[src/rtl/peripheral_slave_port_if.sv]
// Bus bundle between N requesting masters, the slave-port arbiter and a single slave.
// The slave modport is the arbiter's view; the master modport is the requesters'/slave model's view.
interface peripheral_slave_port_if #(
  parameter int unsigned N_MASTER   = 16,
  parameter int unsigned ADDR_WIDTH = 32,
  parameter int unsigned DATA_WIDTH = 32,
  parameter int unsigned BE_WIDTH   = DATA_WIDTH / 8,
  parameter int unsigned ID_WIDTH   = N_MASTER
);
  // Master side
  logic [N_MASTER-1:0]                 data_req_i;
  logic [N_MASTER-1:0][ADDR_WIDTH-1:0] data_add_i;
  logic [N_MASTER-1:0]                 data_wen_i;
  logic [N_MASTER-1:0][DATA_WIDTH-1:0] data_wdata_i;
  logic [N_MASTER-1:0][BE_WIDTH-1:0]   data_be_i;
  logic [N_MASTER-1:0][ID_WIDTH-1:0]   data_ID_i;
  logic [N_MASTER-1:0]                 data_gnt_o;
  logic [N_MASTER-1:0]                 data_r_valid_o;
  logic [DATA_WIDTH-1:0]               data_r_rdata_o;
  logic                                data_r_opc_o;

  // Slave side
  logic                                data_req_o;
  logic [ADDR_WIDTH-1:0]               data_add_o;
  logic                                data_wen_o;
  logic [DATA_WIDTH-1:0]               data_wdata_o;
  logic [BE_WIDTH-1:0]                 data_be_o;
  logic                                data_gnt_i;
  logic [DATA_WIDTH-1:0]               data_r_rdata_i;
  logic                                data_r_opc_i;

  modport slave (
    input  data_req_i, data_add_i, data_wen_i, data_wdata_i, data_be_i, data_ID_i,
    output data_gnt_o, data_r_valid_o, data_r_rdata_o, data_r_opc_o,
    output data_req_o, data_add_o, data_wen_o, data_wdata_o, data_be_o,
    input  data_gnt_i, data_r_rdata_i, data_r_opc_i
  );

  modport master (
    output data_req_i, data_add_i, data_wen_i, data_wdata_i, data_be_i, data_ID_i,
    input  data_gnt_o, data_r_valid_o, data_r_rdata_o, data_r_opc_o,
    input  data_req_o, data_add_o, data_wen_o, data_wdata_o, data_be_o,
    output data_gnt_i, data_r_rdata_i, data_r_opc_i
  );
endinterface

[src/rtl/peripheral_slave_port.sv]
// Round-robin N-master to single-slave port with one-hot ID response routing.
// Define PE_SLAVE_RESP_REG_EN to register the response path (2-cycle latency instead of 1).
module peripheral_slave_port #(
  parameter int unsigned N_MASTER   = 16,
  parameter int unsigned ADDR_WIDTH = 32,
  parameter int unsigned DATA_WIDTH = 32,
  parameter int unsigned BE_WIDTH   = DATA_WIDTH / 8,
  parameter int unsigned ID_WIDTH   = N_MASTER
) (
  input logic                     clk,
  input logic                     rst_n,
  peripheral_slave_port_if.slave  bus
);

  localparam int unsigned RrWidth = (N_MASTER > 1) ? $clog2(N_MASTER) : 1;

  logic [RrWidth-1:0]  rr_q, rr_d;
  logic [RrWidth-1:0]  winner;
  logic [RrWidth-1:0]  cand;
  int unsigned         idx;
  logic                found;
  logic                any_req;
  logic                accept;
  logic [ID_WIDTH-1:0] rsp_id_q, rsp_id_d;

  assign any_req = |bus.data_req_i;
  assign accept  = any_req & bus.data_gnt_i;

  // First requester at or above rr_q, wrapping past the top index.
  always_comb begin
    winner = '0;
    cand   = '0;
    idx    = 0;
    found  = 1'b0;
    for (int unsigned i = 0; i < N_MASTER; i++) begin
      idx = 32'(rr_q) + i;
      if (idx >= N_MASTER) idx = idx - N_MASTER;
      cand = RrWidth'(idx);
      if (!found && bus.data_req_i[cand]) begin
        found  = 1'b1;
        winner = cand;
      end
    end
  end

  // Request path and grant; everything is forced low while in reset.
  always_comb begin
    bus.data_req_o   = 1'b0;
    bus.data_add_o   = '0;
    bus.data_wen_o   = 1'b0;
    bus.data_wdata_o = '0;
    bus.data_be_o    = '0;
    bus.data_gnt_o   = '0;
    if (rst_n && any_req) begin
      bus.data_req_o         = 1'b1;
      bus.data_add_o         = bus.data_add_i[winner];
      bus.data_wen_o         = bus.data_wen_i[winner];
      bus.data_wdata_o       = bus.data_wdata_i[winner];
      bus.data_be_o          = bus.data_be_i[winner];
      bus.data_gnt_o[winner] = bus.data_gnt_i;
    end
  end

  always_comb begin
    rr_d     = rr_q;
    rsp_id_d = '0;
    if (accept) begin
      rr_d     = (winner == RrWidth'(N_MASTER - 1)) ? '0 : winner + RrWidth'(1);
      rsp_id_d = bus.data_ID_i[winner];
    end
  end

  always_ff @(posedge clk or negedge rst_n) begin
    if (!rst_n) begin
      rr_q     <= '0;
      rsp_id_q <= '0;
    end else begin
      rr_q     <= rr_d;
      rsp_id_q <= rsp_id_d;
    end
  end

`ifdef PE_SLAVE_RESP_REG_EN
  logic [N_MASTER-1:0]   valid_q;
  logic [DATA_WIDTH-1:0] rdata_q;
  logic                  opc_q;

  // Data only reloads on a live response so the last beat stays visible between responses.
  always_ff @(posedge clk or negedge rst_n) begin
    if (!rst_n) begin
      valid_q <= '0;
      rdata_q <= '0;
      opc_q   <= 1'b0;
    end else begin
      valid_q <= N_MASTER'(rsp_id_q);
      if (|rsp_id_q) begin
        rdata_q <= bus.data_r_rdata_i;
        opc_q   <= bus.data_r_opc_i;
      end
    end
  end

  assign bus.data_r_valid_o = valid_q;
  assign bus.data_r_rdata_o = rdata_q;
  assign bus.data_r_opc_o   = opc_q;
`else
  assign bus.data_r_valid_o = N_MASTER'(rsp_id_q);
  assign bus.data_r_rdata_o = rst_n ? bus.data_r_rdata_i : '0;
  assign bus.data_r_opc_o   = rst_n & bus.data_r_opc_i;
`endif

endmodule

[src/flat_wrapper.sv]
// flat-port wrapper written by rule: the top's interface ports become plain ports
module peripheral_slave_port_flat 
#(
  parameter int unsigned N_MASTER   = 16,
  parameter int unsigned ADDR_WIDTH = 32,
  parameter int unsigned DATA_WIDTH = 32,
  parameter int unsigned BE_WIDTH   = DATA_WIDTH / 8,
  parameter int unsigned ID_WIDTH   = N_MASTER
)
  (clk, rst_n, bus_data_req_i, bus_data_add_i, bus_data_wen_i, bus_data_wdata_i, bus_data_be_i, bus_data_ID_i, bus_data_gnt_o, bus_data_r_valid_o, bus_data_r_rdata_o, bus_data_r_opc_o, bus_data_req_o, bus_data_add_o, bus_data_wen_o, bus_data_wdata_o, bus_data_be_o, bus_data_gnt_i, bus_data_r_rdata_i, bus_data_r_opc_i);
  peripheral_slave_port_if #(.N_MASTER(N_MASTER), .ADDR_WIDTH(ADDR_WIDTH), .DATA_WIDTH(DATA_WIDTH), .BE_WIDTH(BE_WIDTH), .ID_WIDTH(ID_WIDTH)) bus_i ();
  input logic clk;
  input logic rst_n;
  input wire logic [$bits(bus_i.data_req_i)-1:0] bus_data_req_i;
  input wire logic [$bits(bus_i.data_add_i)-1:0] bus_data_add_i;
  input wire logic [$bits(bus_i.data_wen_i)-1:0] bus_data_wen_i;
  input wire logic [$bits(bus_i.data_wdata_i)-1:0] bus_data_wdata_i;
  input wire logic [$bits(bus_i.data_be_i)-1:0] bus_data_be_i;
  input wire logic [$bits(bus_i.data_ID_i)-1:0] bus_data_ID_i;
  output wire logic [$bits(bus_i.data_gnt_o)-1:0] bus_data_gnt_o;
  output wire logic [$bits(bus_i.data_r_valid_o)-1:0] bus_data_r_valid_o;
  output wire logic [$bits(bus_i.data_r_rdata_o)-1:0] bus_data_r_rdata_o;
  output wire logic [$bits(bus_i.data_r_opc_o)-1:0] bus_data_r_opc_o;
  output wire logic [$bits(bus_i.data_req_o)-1:0] bus_data_req_o;
  output wire logic [$bits(bus_i.data_add_o)-1:0] bus_data_add_o;
  output wire logic [$bits(bus_i.data_wen_o)-1:0] bus_data_wen_o;
  output wire logic [$bits(bus_i.data_wdata_o)-1:0] bus_data_wdata_o;
  output wire logic [$bits(bus_i.data_be_o)-1:0] bus_data_be_o;
  input wire logic [$bits(bus_i.data_gnt_i)-1:0] bus_data_gnt_i;
  input wire logic [$bits(bus_i.data_r_rdata_i)-1:0] bus_data_r_rdata_i;
  input wire logic [$bits(bus_i.data_r_opc_i)-1:0] bus_data_r_opc_i;
  assign bus_i.data_req_i = bus_data_req_i;
  assign bus_i.data_add_i = bus_data_add_i;
  assign bus_i.data_wen_i = bus_data_wen_i;
  assign bus_i.data_wdata_i = bus_data_wdata_i;
  assign bus_i.data_be_i = bus_data_be_i;
  assign bus_i.data_ID_i = bus_data_ID_i;
  assign bus_data_gnt_o = bus_i.data_gnt_o;
  assign bus_data_r_valid_o = bus_i.data_r_valid_o;
  assign bus_data_r_rdata_o = bus_i.data_r_rdata_o;
  assign bus_data_r_opc_o = bus_i.data_r_opc_o;
  assign bus_data_req_o = bus_i.data_req_o;
  assign bus_data_add_o = bus_i.data_add_o;
  assign bus_data_wen_o = bus_i.data_wen_o;
  assign bus_data_wdata_o = bus_i.data_wdata_o;
  assign bus_data_be_o = bus_i.data_be_o;
  assign bus_i.data_gnt_i = bus_data_gnt_i;
  assign bus_i.data_r_rdata_i = bus_data_r_rdata_i;
  assign bus_i.data_r_opc_i = bus_data_r_opc_i;
  peripheral_slave_port #(.N_MASTER(N_MASTER), .ADDR_WIDTH(ADDR_WIDTH), .DATA_WIDTH(DATA_WIDTH), .BE_WIDTH(BE_WIDTH), .ID_WIDTH(ID_WIDTH)) u_core (.clk(clk), .rst_n(rst_n), .bus(bus_i));
endmodule
[config.mk]
export PLATFORM = sky130hd
export DESIGN_NAME = peripheral_slave_port_flat
export DESIGN_NICKNAME = d
export VERILOG_FILES = /design/src/rtl/peripheral_slave_port_if.sv /design/src/rtl/peripheral_slave_port.sv /design/src/flat_wrapper.sv
export SDC_FILE = /design/constraint.sdc
export NUM_CORES = 1
export LEC_CHECK = 0
export BUFFER_PORTS_ARGS = -buffer_cell sky130_fd_sc_hd__buf_2
export CAP_MARGIN = 20
export CORE_AREA = 2 2 602 604
export CTS_CLUSTER_SIZE = 10
export DETAILED_ROUTE_END_ITERATION = 12
export DIE_AREA = 0 0 604 606
export PLACE_DENSITY = 0.3
export SLEW_MARGIN = 20
export SYNTH_ARGS = -nofsm -noshare
export SYNTH_HDL_FRONTEND = slang
export SYNTH_SLANG_ARGS = --single-unit
[constraint.sdc]
create_clock -name clk -period 5.3 [get_ports clk]
set_input_delay 0 -clock clk [delete_from_list [all_inputs] [get_ports clk]]
set_output_delay 0 -clock clk [all_outputs]
set_load 0.005 [all_outputs]
=== Yosys cells after proc, flatten, opt, wreduce, memory -nomap -nowiden ===
Index checks and enable logic that the tools add are counted.

* Input bits: 1412
* Word-level logic and storage cells: 205
* Output and inout bits: 135
* Bits in registers: 20

* Equal/unequal tests: 1
* Mux-type cells: 100
* Order comparisons: 34
* $add $sub $neg: 32
* Bitwise logic cells: 3
* Reduce and logical (&&, ||, !) cells: 33

{| class="wikitable"
|+ Operators by type and width
! operator !! number
|-
| 32-bit binary-select mux with 4-bit select || 2
|-
| 32-bit two-way mux || 5
|-
| 4-bit two-way mux || 35
|-
| 4-bit by 5-bit less-than comparator with 1-bit output (second input constant) || 17
|-
| 5-bit greater-or-equal comparator (second input constant) || 15
|-
| 1-bit binary-select mux with 4-bit select || 17
|-
| 16-bit binary-select mux with 4-bit select || 1
|-
| 4-bit by 1-bit subtractor with 4-bit output (second input constant) || 16
|-
| 16-bit two-way mux || 3
|-
| 4-bit by 4-bit adder with 5-bit output (second input constant) || 8
|-
| 1-bit two-way mux || 35
|-
| 4-bit by 3-bit adder with 5-bit output (second input constant) || 4
|-
| 1-bit logical AND || 17
|-
| 16-bit bitwise AND || 1
|-
| 4-bit binary-select mux with 4-bit select || 1
|-
| 16-bit OR reduction || 1
|-
| 1-bit zero test || 15
|-
| 4-bit by 2-bit adder with 5-bit output (second input constant) || 2
|-
| 4-bit by 1-bit adder with 5-bit output (second input constant) || 1
|-
| 4-bit by 5-bit greater-or-equal comparator with 1-bit output (second input constant) || 1
|-
| 4-bit by 1-bit adder with 4-bit output (second input constant) || 1
|-
| 1-bit demux with 4-bit select || 1
|-
| 4-bit equality test (second input constant) || 1
|-
| 4-bit by 1-bit greater-or-equal comparator with 1-bit output (second input constant) || 1
|-
| 1-bit bitwise AND || 2
|}

=== Depth between registers and ports, before layout ===
Gate-level depths: netlist (run 1).

* Depth in word-level cells: 56
* Mapped depth: 24

=== Worst setup path after synthesis (run 1) ===
No wires, ideal clock.

* Path type: register to register
* Start: reg u_core.rr_q[1]
* End: reg u_core.rr_q[3]
* Library setup time: 0.126 ns
* Data arrival time: 5.242 ns
* Slack: -0.068 ns
* Cell stages (with the launch flop): 21
* Path buffers: 8
* Period minus slack after synthesis: 5.368 ns
* Data required time: 5.174 ns
* Path through: dfrtp_1 > clkbuf_1 > buf_1 > inv_1 > ha_1 > buf_2 > buf_6 > mux4_2 > mux4_2 > a2111o_1 > o31a_1 > o21ai_1 > and2_1 > buf_4 > buf_6 > buf_4 > buf_2 > ha_1 > a21oi_1 > o21ai_0 > a21oi_1

* Word-level cells in the longest chain between the ends: 52

{| class="wikitable"
|+ RTL lines
! what !! RTL line !! RTL
|-
| start: declaration || peripheral_slave_port.sv:17 || <nowiki>logic [RrWidth-1:0] rr_q, rr_d;</nowiki>
|-
| start signal: assignment || peripheral_slave_port.sv:78 || <nowiki>rr_q <= rr_d;</nowiki>
|-
| parallel branches: the longest is 49 deep, another holds 4-bit by 1-bit adder with 5-bit output || -- ||
|-
| 4-bit two-way mux (*) || peripheral_slave_port.sv:39 || <nowiki>if (!found && bus.data_req_i[cand]) begin</nowiki>
|-
| 4-bit by 1-bit adder with 4-bit output / 4-bit equality test (equally long branches) || peripheral_slave_port.sv:68 || <nowiki>rr_d = (winner == RrWidth'(N_MASTER - 1)) ? '0 : winner + RrWidth'(1);</nowiki>
|-
| 4-bit two-way mux (*) || peripheral_slave_port.sv:68 ||
|}

Mark *: on every way between the ends. The select of a mux whose other input is x is not followed.
A chain may end at the register's enable or synchronous reset.

=== Final worst setup path (run 1) ===
* Start: reg u_core.rr_q[1]
* End: out bus_data_wdata_o[20]

* Word-level cells in the longest chain between the ends: 53

{| class="wikitable"
|+ RTL lines
! what !! RTL line !! RTL
|-
| parallel branches: the longest is 49 deep, another holds 4-bit by 1-bit adder with 5-bit output || -- ||
|-
| 4-bit two-way mux (*) || peripheral_slave_port.sv:39 ||
|-
| 32-bit binary-select mux with 4-bit select (*) || peripheral_slave_port.sv:58 || <nowiki>bus.data_wdata_o = bus.data_wdata_i[winner];</nowiki>
|-
| 32-bit two-way mux (not written as such) (*) || peripheral_slave_port.sv:58 ||
|-
| 32-bit two-way mux (*) || peripheral_slave_port.sv:54 || <nowiki>if (rst_n && any_req) begin</nowiki>
|-
| end: declaration || flat_wrapper.sv:27 || <nowiki>output wire logic [$bits(bus_i.data_wdata_o)-1:0] bus_data_wdata_o;</nowiki>
|}

Marks and branches as above.

==> impl_metrics.tcl, run 1 <==
set metrics [dict create \
    coreArea_um2 360000 \
    dieArea_um2 366000 \
    ys.flop_type "dfrtp_1" \
    die_h_um 606 \
    clk_pin_slew_worst_paths_ns 0.06 \
    cts_buffers 3 \
    synth_compound_area_share_pct 39.0 \
    clock-sinks 20 \
    status "finished with violations" \
    worstMarginPinSlew_ns 0.994 \
    grt_pass1_wl_um 353000 \
    drv_slew 0 \
    skew_ns 0.00920 \
    reg2reg_slack_ns 0.14 \
    num_vias 29400 \
    min_period_over_period_pct 101 \
    cp-start-kind "flip-flop" \
    violations "negative setup slack" \
    clk_root_buffer_cell "clkbuf_16" \
    drc 0 \
    place.gp.congestion 0.960 \
    hold_class "primary input to flip-flop" \
    htree_levels 1 \
    met2_length_um 148000 \
    period_minus_slack_ns 5.36 \
    slew_headroom_pct 33.8 \
    max_cap_viol_count 0 \
    syn_to_final_growth_pct 171 \
    ys_types 68 \
    crit_arrival_ns 5.36 \
    nets 5567 \
    grt_setup_unrepaired "yes" \
    clock.fmax_mhz 187 \
    rows 221 \
    synth-warning-count 0 \
    final_common_cell "buf_2" \
    post_synth_fa_ha_maj_area_fraction_pct 0.733 \
    ant_nets 0 \
    die-width_um 604 \
    r2r_start "u_core.rr_q[1]$_DFFE_PN0P_" \
    worstHoldStart "bus_data_ID_i[69]" \
    clk_path_buf_depth 2 \
    place.detailed.hpwl_um 255000 \
    drt_first_iter_violations 2190 \
    crit_path_end_kind "output port" \
    cts_tree "done" \
    grt_pass1_vias 30100 \
    hold_path_end "u_core.bus.data_r_valid_o[5]$_DFF_PN0_" \
    grt_max_degree 56 \
    layout_common_cells "buf_2, buf_4, and3_1, nand2_1, mux2i_1" \
    drt_pass1_iterations 6 \
    required_ns 5.30 \
    gr-total-overflow 0 \
    start_util_pct 4.26 \
    r2r_cells 19 \
    boundaryPins 1547 \
    tns_ns -0.249 \
    antenna_found_initial 167 \
    synthesis.area_um2 15400 \
    grt_use_total_pct 15.1 \
    synth-edff-count 0 \
    wl_met1_um 113000 \
    syn-num-nets 3530 \
    synth-async-reset-ratio_pct 100 \
    setup_viol 9 \
    avgViaCountPerCell 3.27 \
    r2r_end "u_core.bus.data_r_valid_o[15]$_DFF_PN0_" \
    synthCells 2109 \
    postLayoutCoreUtil_pct 11.6 \
    wl_um 294000 \
    synth_top_family_by_area "compound AO/OA/AOI/OAI gates" \
    post-route-worst-setup-slack_ns -0.0605 \
    ys_ff_latch 20 \
    io_buffer_count 1546 \
    yosys.area_share.simple_pct 23.8 \
    path_max_fanout 25 \
    wl_met3_um 17800 \
    routed.top_layer "met5" \
    holdPathStages 4 \
    cp-startpoint "u_core.rr_q[1]$_DFFE_PN0P_" \
    synth-xor-area-share_pct 0.676 \
    avgRoutedWirePerCell_um 32.7 \
    synth.avg_cell_area_um2 7.28 \
    ys_seq_area_share_pct 3.26 \
    filler_cell_count 41900 \
    clk_latency_ns 0.27 \
    crit_type "flip-flop to output port" \
    drive_above_1_share_pct 68.9 \
    hold_viol 0 \
    synth.area.mux_share_pct 23.5 \
]
through the flow:
stage / worst slack (ns) / hold WS [ns] / instances / cell area, µm²
finish: -0.0605 / 0.156 / 8997 / 41700
floorplan: 0.126 / -0.296 / 2109 / 15400
global placement: -1.54 / 0.111 / 8776 / 34100
global route: -0.225 / 0.165 / 8986 / 41700
detailed placement: -1.27 / 0.114 / 8778 / 34100
CTS: -0.180 / 0.149 / 8868 / 38900
critical path, cell delays in order (launching register included):
cell	delay [ns]
dfrtp_1	0.40
inv_2	0.08
ha_4	0.33
mux4_2	0.58
mux4_2	0.54
a2111o_1	0.43
buf_6	0.15
nor3_4	0.20
nand2_2	0.09
o32a_4	0.33
buf_6	0.14
and3_4	0.19
buf_12	0.16
buf_4	0.33
a221oi_4	0.51
buf_12	0.16
a22o_1	0.16
buf_2	0.13
flip-flops by register name, indices dropped and copies added (netlist names):
name and cells:
u_core.bus.data_r_valid_o 16, u_core.rr_q 4
per-layer routing:
| layer | vias up | track usage [%] |
|---|---|---|
| li1 | 12700 | - |
| met1 | 14700 | 17.5 |
| met2 | 1558 | 27.2 |
| met3 | 447 | 2.67 |
| met4 | 74 | 5.84 |
| met5 | - | 0 |
worst max path at each step:
stage / to / depth (start not counted)
after floorplan: u_core.rr_q[3]$_DFFE_PN0P_ / 20
after global placement: bus_data_add_o[31] / 20
after detailed placement: bus_data_wdata_o[20] / 21
after CTS: bus_data_wdata_o[30] / 20
after global routing: bus_data_add_o[0] / 21
final: bus_data_wdata_o[20] / 17
cell families after synthesis:
| family | count (synthesis) |
|---|---|
| AO/OA/AOI/OAI | 769 |
| XOR/XNOR | 11 |
| adder cells (fa/ha/maj) | 9 |
| buffers and inverters | 298 |
| flip-flops | 20 |
| multiplexers | 328 |
| AND/OR/NAND/NOR | 674 |
layout make-up:
class	count	area, µm²	share of cell area, %
multi-input combinational	1791	17900	43.0
timing repair buffer	2305	16900	40.5
tap	4794	6000	14.4
sequential	20	502	1.20
antenna	58	145	0.348
inverter	25	120	0.288
clock buffer	3	75.1	0.180
clock inverter	1	30.0	0.0720
synthesized netlist by cell type, types with 19 or more instances:
cell       count  share of area (%)
buf_2         41                1.3
buf_4         29                1.4
nand3_1       19               0.62
mux2i_1      285                 19
mux2_2        19                1.4
and3_1       346                 14
mux4_2        24                3.5
clkbuf_1     181                4.4
a211oi_1     337                 16
nand2_1      195                4.8
inv_1         23               0.56
and2_1        41                1.7
nor2_1        29               0.71
a221oi_1      83                4.7
a31oi_1       82                3.3
dfrtp_1       20                3.3
a2111oi_0     74                4.2
a22o_1        79                4.5
repair_timing:
| action | CTS | global route |
|---|---|---|
| pin swaps | 112 | 108 |
| setup buffers | 81 | 88 |
| cloned | 21 | 8 |
| hold buffers | 1 | 0 |
| setup endpoints to repair | 96 | 82 |
| gates resized for setup | 643 | 370 |
| endpoints found under the hold margin | 20 | 0 |
Power of run 1 is left out: the tool's default activity adds up to more than one toggle a clock period on the data nets, which glitch-free logic cannot reach.
==> run 2, diff against run 1 <==
--- a/config.mk
+++ b/config.mk
@@ -5,13 +5,12 @@
 export SDC_FILE = /design/constraint.sdc
 export NUM_CORES = 1
 export LEC_CHECK = 0
-export BUFFER_PORTS_ARGS = -buffer_cell sky130_fd_sc_hd__buf_2
+export BUFFER_PORTS_ARGS = -buffer_cell sky130_fd_sc_hd__buf_4
 export CAP_MARGIN = 20
 export CORE_AREA = 2 2 602 604
 export CTS_CLUSTER_SIZE = 10
 export DETAILED_ROUTE_END_ITERATION = 12
 export DIE_AREA = 0 0 604 606
-export PLACE_DENSITY = 0.3
 export SLEW_MARGIN = 20
 export SYNTH_ARGS = -nofsm -noshare
 export SYNTH_HDL_FRONTEND = slang
==> run 2 against run 1 <==
  * The flow still finishes with violations (negative setup slack)
  * Clock skew down 0.0061 ns
  * Critical path depth up 1
  * Wire length up 1.6%
  * Count of clock-buffer cells in the layout unchanged
  * Cell count down 1.9%
  * Maximum frequency up 0.82%
  * Worst setup slack better by 0.044 ns
  * Sequential share of layout area up 0.058 points
  * Register-to-register slack worse by 0.06 ns
  * Critical path type unchanged
  * Critical endpoint is now bus_data_add_o[24]
==> impl_metrics.tcl, run 2 (same netlist as run 1, synthesis figures left out) <==
set metrics [dict create \
    grt_use_total_pct 15.3 \
    hold_viol 0 \
    place.detailed.hpwl_um 264000 \
    coreArea_um2 360000 \
    nets 5362 \
    ant_nets 0 \
    drt_pass1_iterations 5 \
    clk_root_buffer_cell "clkbuf_16" \
    clk_latency_ns 0.28 \
    cp_slowest_cell "mux4_2" \
    grt_max_degree 79 \
    tns_ns -0.0168 \
    multiInputGateArea_um2 15300 \
    largest_reg_flops 16 \
    grt_pass1_vias 28600 \
    gr-total-overflow 0 \
    crit_path_cell_trace "inv_2 > ha_4 > mux4_2 > mux4_2 > buf_4 > nand2b_4 > or3_1 > o221a_1 > a211o_4 > a21bo_4 > buf_12 > buf_16 > buf_12 > buf_4 > a211oi_2 > a2111oi_4 > a22o_1 > buf_6" \
    num_vias 29800 \
    layout_common_cells "buf_4, and3_1, a211oi_1, mux2i_1, nand2_1" \
    avgRoutedWirePerCell_um 33.8 \
    clock.fmax_mhz 188 \
    antenna_found_initial 244 \
    die_h_um 606 \
    cpPeakStageDelay_ns 0.57 \
    filler_cell_count 41900 \
    crit_path_end_kind "output port" \
    boundaryPins 1547 \
    drc 0 \
    start_util_pct 4.26 \
    post-route-worst-setup-slack_ns -0.0168 \
    max_cap_viol_count 0 \
    avgViaCountPerCell 3.37 \
    clk_pin_slew_worst_paths_ns 0.07 \
    placed_area_um2 36500 \
    setup_viol 1 \
    slew_headroom_pct 48.2 \
    grt_pass1_wl_um 355000 \
    io_buffer_count 1546 \
    drv_slew 0 \
    worstMarginPinSlew_ns 0.756 \
    cts_buffers 3 \
    cp-start-kind "flip-flop" \
    rows 221 \
    cts_tree "done" \
    clk_path_buf_depth 2 \
    crit_arrival_ns 5.32 \
    final_common_cell "buf_4" \
    die-width_um 604 \
    syn_to_final_growth_pct 158 \
    hold_class "primary input to flip-flop" \
    period_minus_slack_ns 5.32 \
    ff_latch_area_um2 500 \
    drive_above_1_share_pct 60.5 \
    skew_ns 0.00314 \
    clock-sinks 20 \
    min_period_over_period_pct 100 \
    wl_um 299000 \
    crit_type "flip-flop to output port" \
    drt_first_iter_violations 2930 \
    final_cell_area_um2 39700 \
    place.gp.congestion 1.03 \
    required_ns 5.30 \
    path_max_fanout 16 \
    grt_setup_unrepaired "yes" \
    status "finished with violations" \
    violations "negative setup slack" \
    htree_levels 1 \
    dieArea_um2 366000 \
]
==> run 2: area by class of cell <==
cell class	instances	share of cell area, %
clock buffer	3	0.189
sequential	20	1.26
inverter	25	0.303
antenna	96	0.605
tap	4794	15.1
multi-input combinational	1791	38.5
clock inverter	1	0.0757
timing repair buffer	2099	43.9
timing repair inverter	1	0.0284
==> run 2: final timing paths <==
path,slack [ns],end,from,cells past startpoint
hold reg to reg,0.76,u_core.rr_q[0]$_DFFE_PN0P_,u_core.rr_q[0]$_DFFE_PN0P_,3
setup reg to reg,0.08,u_core.bus.data_r_valid_o[8]$_DFF_PN0_,u_core.rr_q[0]$_DFFE_PN0P_,17
setup / recovery,-0.02,bus_data_add_o[24],u_core.rr_q[0]$_DFFE_PN0P_,18
min in group asynchronous,0.47,u_core.rr_q[3]$_DFFE_PN0P_,rst_n,3
max in group asynchronous,4.39,u_core.bus.data_r_valid_o[14]$_DFF_PN0_,rst_n,3
hold / removal,0.15,u_core.bus.data_r_valid_o[10]$_DFF_PN0_,bus_data_ID_i[90],4
==> run 2: layer usage <==
metal | wire (µm) | track usage [%] | share of wire (%)
met1 | 112000 | 17.5 | 38
met3 | 33400 | 6.40 | 11
met5 | 864 | 0.366 | 0.29
met2 | 132000 | 23.5 | 44
met4 | 20000 | 9.18 | 6.7
==> run 2: metrics by stage <==
stage / setup WS [ns] / hold WS [ns] / utilization (%) / cells
3_3_place_gp: -1.22 / 0.179 / 10.1 / 8665
5_1_grt: -0.0819 / 0.185 / 11.0 / 8803
4_1_cts: -0.0142 / 0.148 / 10.6 / 8712
2_1_floorplan: 0.126 / -0.296 / - / 2109
6_report: -0.0168 / 0.149 / 11.0 / 8830
3_5_place_dp: -0.771 / 0.179 / 10.1 / 8665
==> run 2: repair_timing <==
action | 4_1_cts | 5_1_grt
setup buffers | 36 | 17
pin swaps | 34 | 35
setup endpoints to repair | 84 | 72
hold buffers | 1 | 0
endpoints found under the hold margin | 20 | 0
gates resized for setup | 241 | 168
cloned | 8 | 6
==> run 2: worst max-delay path: cells and delay by family (launching register included) <==
family / cells / cell delay [ns]
fa+ha+maj: 1 / 0.33
buf+inv: 7 / 1.16
flops: 1 / 0.41
simple gates: 2 / 0.46
mux: 2 / 1.10
compound gates: 6 / 1.48
Power of run 2 is left out for the same reason.
